$ cat config.mk
export PLATFORM = sky130hd
export DESIGN_NAME = sram_axi_bridge
export DESIGN_NICKNAME = d
export VERILOG_FILES = /design/src/rtl/sram_axi_bridge.sv
export SDC_FILE = /design/constraint.sdc
export NUM_CORES = 1
export LEC_CHECK = 0
export CORE_AREA = 2 2 147 149
export DETAILED_ROUTE_END_ITERATION = 7
export DIE_AREA = 0 0 149 151
export GPL_TIMING_DRIVEN = 0
export PLACE_DENSITY = 0.62
export SKIP_LAST_GASP = 1
export SLEW_MARGIN = 25
export SYNTH_ARGS = -nofsm -noshare
export SYNTH_HDL_FRONTEND = slang
export SYNTH_SLANG_ARGS = --single-unit
$ cat constraint.sdc
create_clock -name clk -period 5.9 [get_ports clk]
set_clock_uncertainty 0.15 [all_clocks]
set_input_delay 1.18 -clock clk [delete_from_list [all_inputs] [get_ports clk]]
set_output_delay 1.18 -clock clk [all_outputs]
set_load 0.02 [all_outputs]
$ cat src/rtl/sram_axi_bridge.sv
// Core-side SRAM-like inst/data ports to a single AXI3 master, one transfer per port in flight.
// Optional BRIDGE_RDATA_BUF_EN registers each R beat before returning it (+1 cycle read latency).
module sram_axi_bridge #(
  parameter logic [3:0] INST_ARID = 4'd0,
  parameter logic [3:0] DATA_ARID = 4'd1,
  parameter logic [3:0] DATA_AWID = 4'd1
) (
  input  logic        clk,
  input  logic        reset,
  input  logic        inst_sram_req,
  input  logic [31:0] inst_sram_addr,
  input  logic [1:0]  inst_sram_size,
  output logic        inst_sram_addr_ok,
  output logic        inst_sram_data_ok,
  output logic [31:0] inst_sram_rdata,
  input  logic        data_sram_req,
  input  logic        data_sram_wr,
  input  logic [1:0]  data_sram_size,
  input  logic [3:0]  data_sram_wstrb,
  input  logic [31:0] data_sram_addr,
  input  logic [31:0] data_sram_wdata,
  output logic        data_sram_addr_ok,
  output logic        data_sram_data_ok,
  output logic [31:0] data_sram_rdata,
  output logic [3:0]  arid,
  output logic [31:0] araddr,
  output logic [3:0]  arlen,
  output logic [2:0]  arsize,
  output logic [1:0]  arburst,
  output logic [1:0]  arlock,
  output logic [3:0]  arcache,
  output logic [2:0]  arprot,
  output logic        arvalid,
  input  logic        arready,
  input  logic [3:0]  rid,
  input  logic [31:0] rdata,
  input  logic [1:0]  rresp,
  input  logic        rlast,
  input  logic        rvalid,
  output logic        rready,
  output logic [3:0]  awid,
  output logic [31:0] awaddr,
  output logic [3:0]  awlen,
  output logic [2:0]  awsize,
  output logic [1:0]  awburst,
  output logic [1:0]  awlock,
  output logic [3:0]  awcache,
  output logic [2:0]  awprot,
  output logic        awvalid,
  input  logic        awready,
  output logic [3:0]  wid,
  output logic [31:0] wdata,
  output logic [3:0]  wstrb,
  output logic        wlast,
  output logic        wvalid,
  input  logic        wready,
  input  logic [3:0]  bid,
  input  logic [1:0]  bresp,
  input  logic        bvalid,
  output logic        bready
);
  typedef enum logic [1:0] {R_IDLE, R_AR, R_R, R_BUF} rstate_e;
  typedef enum logic [1:0] {W_IDLE, W_AW, W_B} wstate_e;

  rstate_e     r_q;
  wstate_e     w_q;
  logic        rd_is_data_q;
  logic        arvalid_q, rready_q, awvalid_q, wvalid_q, bready_q;
  logic [3:0]  arid_q, wstrb_q;
  logic [31:0] araddr_q, awaddr_q, wdata_q;
  logic [2:0]  arsize_q, awsize_q;
  logic        data_rd_req, data_wr_req, data_busy;
  logic        data_rd_acc, data_wr_acc, inst_rd_acc;
  logic        r_hs, b_hs, rd_ok;
  logic [3:0]  ret_id;
  logic [31:0] ret_data;
  logic        unused_ok;

  assign unused_ok = ^{rresp, rlast, bid, bresp};

  // A single data op may be in flight, read or write, so a read can never overtake a write.
  assign data_rd_req = data_sram_req & ~data_sram_wr;
  assign data_wr_req = data_sram_req & data_sram_wr;
  assign data_busy   = (w_q != W_IDLE) | ((r_q != R_IDLE) & rd_is_data_q);
  assign data_rd_acc = ~reset & data_rd_req & (r_q == R_IDLE) & ~data_busy;
  assign data_wr_acc = ~reset & data_wr_req & ~data_busy;
  assign inst_rd_acc = ~reset & inst_sram_req & (r_q == R_IDLE) & ~data_rd_acc;

  assign inst_sram_addr_ok = inst_rd_acc;
  assign data_sram_addr_ok = data_rd_acc | data_wr_acc;

  assign r_hs = rvalid & rready_q;
  assign b_hs = bvalid & bready_q;

`ifdef BRIDGE_RDATA_BUF_EN
  logic [31:0] buf_data_q;
  logic [3:0]  buf_id_q;
  assign rd_ok    = (r_q == R_BUF) & ~reset;
  assign ret_id   = buf_id_q;
  assign ret_data = buf_data_q;
  always_ff @(posedge clk)
    if (r_hs) begin
      buf_data_q <= rdata;
      buf_id_q   <= rid;
    end
`else
  assign rd_ok    = r_hs & ~reset;
  assign ret_id   = rid;
  assign ret_data = rdata;
`endif

  assign inst_sram_data_ok = rd_ok & (ret_id == INST_ARID);
  assign data_sram_data_ok = (rd_ok & (ret_id != INST_ARID)) | (b_hs & ~reset);
  assign inst_sram_rdata   = ret_data;
  assign data_sram_rdata   = ret_data;

  always_ff @(posedge clk) begin
    if (reset) begin
      r_q          <= R_IDLE;
      arvalid_q    <= 1'b0;
      rready_q     <= 1'b0;
      rd_is_data_q <= 1'b0;
    end else begin
      case (r_q)
        R_IDLE: if (data_rd_acc | inst_rd_acc) begin
          r_q          <= R_AR;
          arvalid_q    <= 1'b1;
          rd_is_data_q <= data_rd_acc;
          arid_q       <= data_rd_acc ? DATA_ARID : INST_ARID;
          araddr_q     <= data_rd_acc ? data_sram_addr : inst_sram_addr;
          arsize_q     <= {1'b0, data_rd_acc ? data_sram_size : inst_sram_size};
        end
        R_AR: if (arready) begin
          r_q       <= R_R;
          arvalid_q <= 1'b0;
          rready_q  <= 1'b1;
        end
        R_R: if (r_hs) begin
          rready_q <= 1'b0;
`ifdef BRIDGE_RDATA_BUF_EN
          r_q      <= R_BUF;
`else
          r_q      <= R_IDLE;
`endif
        end
        default: r_q <= R_IDLE;
      endcase
    end
  end

  always_ff @(posedge clk) begin
    if (reset) begin
      w_q       <= W_IDLE;
      awvalid_q <= 1'b0;
      wvalid_q  <= 1'b0;
      bready_q  <= 1'b0;
    end else begin
      case (w_q)
        W_IDLE: if (data_wr_acc) begin
          w_q       <= W_AW;
          awvalid_q <= 1'b1;
          wvalid_q  <= 1'b1;
          awaddr_q  <= data_sram_addr;
          awsize_q  <= {1'b0, data_sram_size};
          wdata_q   <= data_sram_wdata;
          wstrb_q   <= data_sram_wstrb;
        end
        W_AW: begin
          if (awready) awvalid_q <= 1'b0;
          if (wready)  wvalid_q  <= 1'b0;
          if ((~awvalid_q | awready) & (~wvalid_q | wready)) begin
            w_q      <= W_B;
            bready_q <= 1'b1;
          end
        end
        W_B: if (bvalid) begin
          w_q      <= W_IDLE;
          bready_q <= 1'b0;
        end
        default: w_q <= W_IDLE;
      endcase
    end
  end

  assign arid    = arid_q;
  assign araddr  = araddr_q;
  assign arsize  = arsize_q;
  assign arvalid = arvalid_q;
  assign rready  = rready_q;
  assign awid    = DATA_AWID;
  assign awaddr  = awaddr_q;
  assign awsize  = awsize_q;
  assign awvalid = awvalid_q;
  assign wid     = DATA_AWID;
  assign wdata   = wdata_q;
  assign wstrb   = wstrb_q;
  assign wlast   = 1'b1;
  assign wvalid  = wvalid_q;
  assign bready  = bready_q;
  assign arlen   = 4'd0;
  assign awlen   = 4'd0;
  assign arburst = 2'b01;
  assign awburst = 2'b01;
  assign arlock  = 2'd0;
  assign awlock  = 2'd0;
  assign arcache = 4'd0;
  assign awcache = 4'd0;
  assign arprot  = 3'd0;
  assign awprot  = 3'd0;
endmodule
==> run_summary.xml <==
<?xml version="1.0" encoding="UTF-8"?>
<metrics>
  <group name="final_layout">
    <metric name="most_common_library_cell_in_the_layout_ignoring_fill_and_taps" unit="">sky130_fd_sc_hd__clkdlybuf4s50_1</metric>
    <metric name="layout_common_cells" unit="">sky130_fd_sc_hd__clkdlybuf4s50_1 (295), sky130_fd_sc_hd__buf_4 (108), sky130_fd_sc_hd__edfxtp_1 (105)</metric>
    <metric name="nNetsFinal" unit="">836</metric>
    <metric name="syn2layout_area_growth" unit="%">82.42</metric>
    <metric name="drive_gt1_share" unit="%">26.81</metric>
    <metric name="layoutNonFillerInstCount" unit="">965</metric>
    <metric name="num_antenna_cells" unit="">0</metric>
    <metric name="final_util" unit="%">44.02</metric>
  </group>
  <group name="placement">
    <metric name="place_inst" unit="">933</metric>
    <metric name="place.detailed.hpwl" unit="um">12310</metric>
    <metric name="io_buffers" unit="">295</metric>
    <metric name="place.gp.congestion" unit="">0.7466</metric>
  </group>
  <group name="setup_path">
    <metric name="critical_path_arrival" unit="ps">3120</metric>
    <metric name="path_delay_family" unit="">buffers and inverters</metric>
    <metric name="setup.worst_path.end_class" unit="">output port</metric>
    <metric name="critical_path.cell_chain" unit="">clkdlybuf4s50_1, or4b_4, a21oi_1, clkdlybuf4s50_1</metric>
    <metric name="setup.worst_path.class" unit="">input port to output port</metric>
    <metric name="critPathRequiredTime" unit="ps">4570</metric>
    <metric name="critical_path.max_fanout" unit="">6</metric>
    <metric name="critical_path_buf_inv_count" unit="">2</metric>
    <metric name="worst_setup_path_start_kind" unit="">input port</metric>
    <metric name="critical_path.most_common_cell" unit="">sky130_fd_sc_hd__clkdlybuf4s50_1</metric>
    <metric name="crit_path_max_incr_delay" unit="ps">700</metric>
    <metric name="slowest_stage" unit="">sky130_fd_sc_hd__clkdlybuf4s50_1</metric>
  </group>
  <group name="detailed_routing">
    <metric name="routed-via-count" unit="">3642</metric>
    <metric name="via_density" unit="">3.774</metric>
    <metric name="drcViolationCount" unit="">0</metric>
    <metric name="drt-total-wl" unit="um">15460</metric>
    <metric name="ant_nets" unit="">0</metric>
    <metric name="routedWlPerCell" unit="um">16.02</metric>
    <metric name="dr.first_iter.drc_count" unit="">147</metric>
    <metric name="first_pass_iters" unit="">4</metric>
  </group>
  <group name="die">
    <metric name="design.core.area" unit="um2">20820</metric>
    <metric name="die_h" unit="um">151</metric>
    <metric name="boundaryPins" unit="">381</metric>
    <metric name="chipWidth" unit="um">149</metric>
    <metric name="effective_utilization_at_floorplan" unit="%">24.13</metric>
    <metric name="placement_rows" unit="">53</metric>
    <metric name="die_area" unit="um2">22500</metric>
  </group>
  <group name="clock_network">
    <metric name="cts_buffer_depth" unit="">2</metric>
    <metric name="cts_hold_buffers_added" unit="">0</metric>
    <metric name="worst_setup_hold_path_clk_slew" unit="ps">50</metric>
    <metric name="clock_tree_from_tritoncts" unit="">yes</metric>
    <metric name="h-tree-depth" unit="">4</metric>
    <metric name="worst_skew_pair.late_latency" unit="ps">400</metric>
    <metric name="cts_resized" unit="">0</metric>
    <metric name="post_cts.repair.setup_buffers" unit="">0</metric>
    <metric name="clock_sinks" unit="">115</metric>
    <metric name="numCtsBuffers" unit="">17</metric>
    <metric name="root_buffer" unit="">sky130_fd_sc_hd__clkbuf_16</metric>
  </group>
  <group name="pwr">
    <metric name="combPwrFrac" unit="%">17.8</metric>
    <metric name="power_report.internal_total" unit="W">0.001902</metric>
    <metric name="clkPwrFrac" unit="%">43.9</metric>
    <metric name="power_switching_share" unit="%">23.65</metric>
    <metric name="cellLeakagePower" unit="nW">3.651</metric>
    <metric name="switching_power" unit="W">0.0005893</metric>
    <metric name="worst_ir_drop_vdd" unit="V">0.0001939</metric>
    <metric name="sequentialPowerShare" unit="%">38.3</metric>
    <metric name="totalPowerFinal" unit="W">0.002492</metric>
    <metric name="power_per_cell_area" unit="nW/um2">271.8</metric>
  </group>
  <group name="synth">
    <metric name="synth.avg_cell_area" unit="um2">15.75</metric>
    <metric name="syn-cell-area" unit="um2">5025</metric>
    <metric name="ys_dominant_reg_cell" unit="">sky130_fd_sc_hd__edfxtp_1</metric>
    <metric name="synth_cell_type_count" unit="">32</metric>
    <metric name="synth_edf_count" unit="">105</metric>
    <metric name="yosysSeqAreaShare" unit="%">66.73</metric>
    <metric name="synthArstFlopShare" unit="%">0</metric>
    <metric name="synthesis.yosys.warnings" unit="">0</metric>
    <metric name="flip_flop_and_latch_count_after_synthesis" unit="">115</metric>
    <metric name="synthesis.instances" unit="">319</metric>
  </group>
  <group name="global_route">
    <metric name="gr-total-overflow" unit="">0</metric>
    <metric name="largest_net_degree_at_the_start_of_global_routing" unit="">44</metric>
    <metric name="grt_pass1_wl" unit="um">21640</metric>
    <metric name="vias_in_the_first_global_route" unit="">3718</metric>
    <metric name="antenna_found_initial" unit="">0</metric>
    <metric name="groute.usage.overall" unit="%">13.24</metric>
  </group>
  <group name="sta">
    <metric name="slew-limit-headroom" unit="%">65.55</metric>
    <metric name="post-route-period-util" unit="%">75.43</metric>
    <metric name="layout_min_cycle_time" unit="ps">4451</metric>
    <metric name="clock.fmax" unit="MHz">224.7</metric>
    <metric name="timing.final.hold_violations" unit="">0</metric>
    <metric name="fin_hold_ws" unit="ps">323.0</metric>
    <metric name="worst_pin_slew" unit="ps">515.6</metric>
    <metric name="rsz0062_at_grt" unit="">false</metric>
    <metric name="slew_violations" unit="">0</metric>
    <metric name="finalSetupTns" unit="ps">0</metric>
    <metric name="finalSetupViolations" unit="">0</metric>
  </group>
  <group name="run_status">
    <metric name="run_status" unit="">completed</metric>
  </group>
  <group name="min_path">
    <metric name="worst_hold_path_type" unit="">flip-flop to flip-flop</metric>
  </group>
  <group name="job">
    <metric name="drv_cap" unit="">0</metric>
  </group>
</metrics>
## cells in the mapped netlist (2+ instances only)
library cell                 n  area (um2)
sky130_fd_sc_hd__nand2_1     5       18.77
sky130_fd_sc_hd__buf_4     108       810.8
sky130_fd_sc_hd__nor2_1      5       18.77
sky130_fd_sc_hd__nor2b_1     3       18.77
sky130_fd_sc_hd__edfxtp_1  105        3153
sky130_fd_sc_hd__mux2_2      7       78.83
sky130_fd_sc_hd__conb_1      2       7.510
sky130_fd_sc_hd__or2_2       2       12.51
sky130_fd_sc_hd__mux2_4     27       405.4
sky130_fd_sc_hd__inv_1       5       18.77
sky130_fd_sc_hd__nand3b_1    4       30.03
sky130_fd_sc_hd__a21oi_1     4       20.02
sky130_fd_sc_hd__dfxtp_1    10       200.2
sky130_fd_sc_hd__nand2b_1    5       31.28
sky130_fd_sc_hd__nor3_1      2       10.01
sky130_fd_sc_hd__o21ai_0     6       30.03
sky130_fd_sc_hd__buf_6       4       45.04
## worst reg2reg max path, cell delays in order (launching register included)
cell                      delay [ps]
sky130_fd_sc_hd__dfxtp_1         380
sky130_fd_sc_hd__or4b_4          570
sky130_fd_sc_hd__or3b_2          520
sky130_fd_sc_hd__inv_4           320
sky130_fd_sc_hd__buf_16          300
## cell families after synthesis
family	after synthesis	share of synthesized area (%)
AO/OA/AOI/OAI	17	2.117
AND/OR/NAND/NOR	33	3.885
other	2	0.1495
buffers and inverters	118	17.48
multiplexers	34	9.637
flip-flops	115	66.73
## sequential cells by signal, summed over array words and instances (netlist names)
name,count
araddr,32
arid,1
arsize,2
arvalid,1
awaddr,32
awsize,2
awvalid,1
bready,1
r_q,2
rd_is_data_q,1
rready,1
w_q,2
wdata,32
wstrb,4
wvalid,1
## path summary, 6_finish.rpt
check,from,endpoint,slack [ps],depth (start not counted)
worst max-delay path,reset,data_sram_addr_ok,1450,4
worst min-delay path,awvalid,awvalid,320,2
worst max register to register,w_q[0],awaddr[28],3310,4
worst min register to register,awvalid,awvalid,320,2
## layout make-up
type                    instances  area (um2)
flip-flops and latches        115        3353
well taps                     275       344.1
repair buffers                297        3000
clock buffers                  18       429.2
inverters                       5       21.27
fillers                      1927       11660
plain buffers                 113       859.6
multi-input cells             128       958.4
clock inverters                14       200.2
## metal layers
| layer | GRT usage, % | vias to the layer above | part of all wire [%] |
|---|---|---|---|
| met1 | 13.47 | 1671 | 36 |
| met5 | 0 | - | 0 |
| met4 | 4.143 | 0 | 1.4 |
| li1 | - | 1716 | - |
| met3 | 5.753 | 12 | 10 |
| met2 | 24.42 | 243 | 53 |
## stage by stage
stage	area, um2	setup WS, ps
2_1_floorplan	5182	1803
3_3_place_gp	8479	164.2
3_5_place_dp	8537	1445
4_1_cts	9166	1414
5_1_grt	9166	1349
6_report	9166	1449
## power by group through the flow
stage          clock network [W]  logic (W)  registers, W
2_1_floorplan                  0   0.000177       0.00102
3_3_place_gp                   0   0.000437      0.000974
3_5_place_dp                   0   0.000445      0.000972
4_1_cts                  0.00111   0.000448      0.000955
5_1_grt                  0.00115   0.000470      0.000959
6_report                 0.00109   0.000444      0.000955
Note: power is estimated with default switching activity, not from simulation.
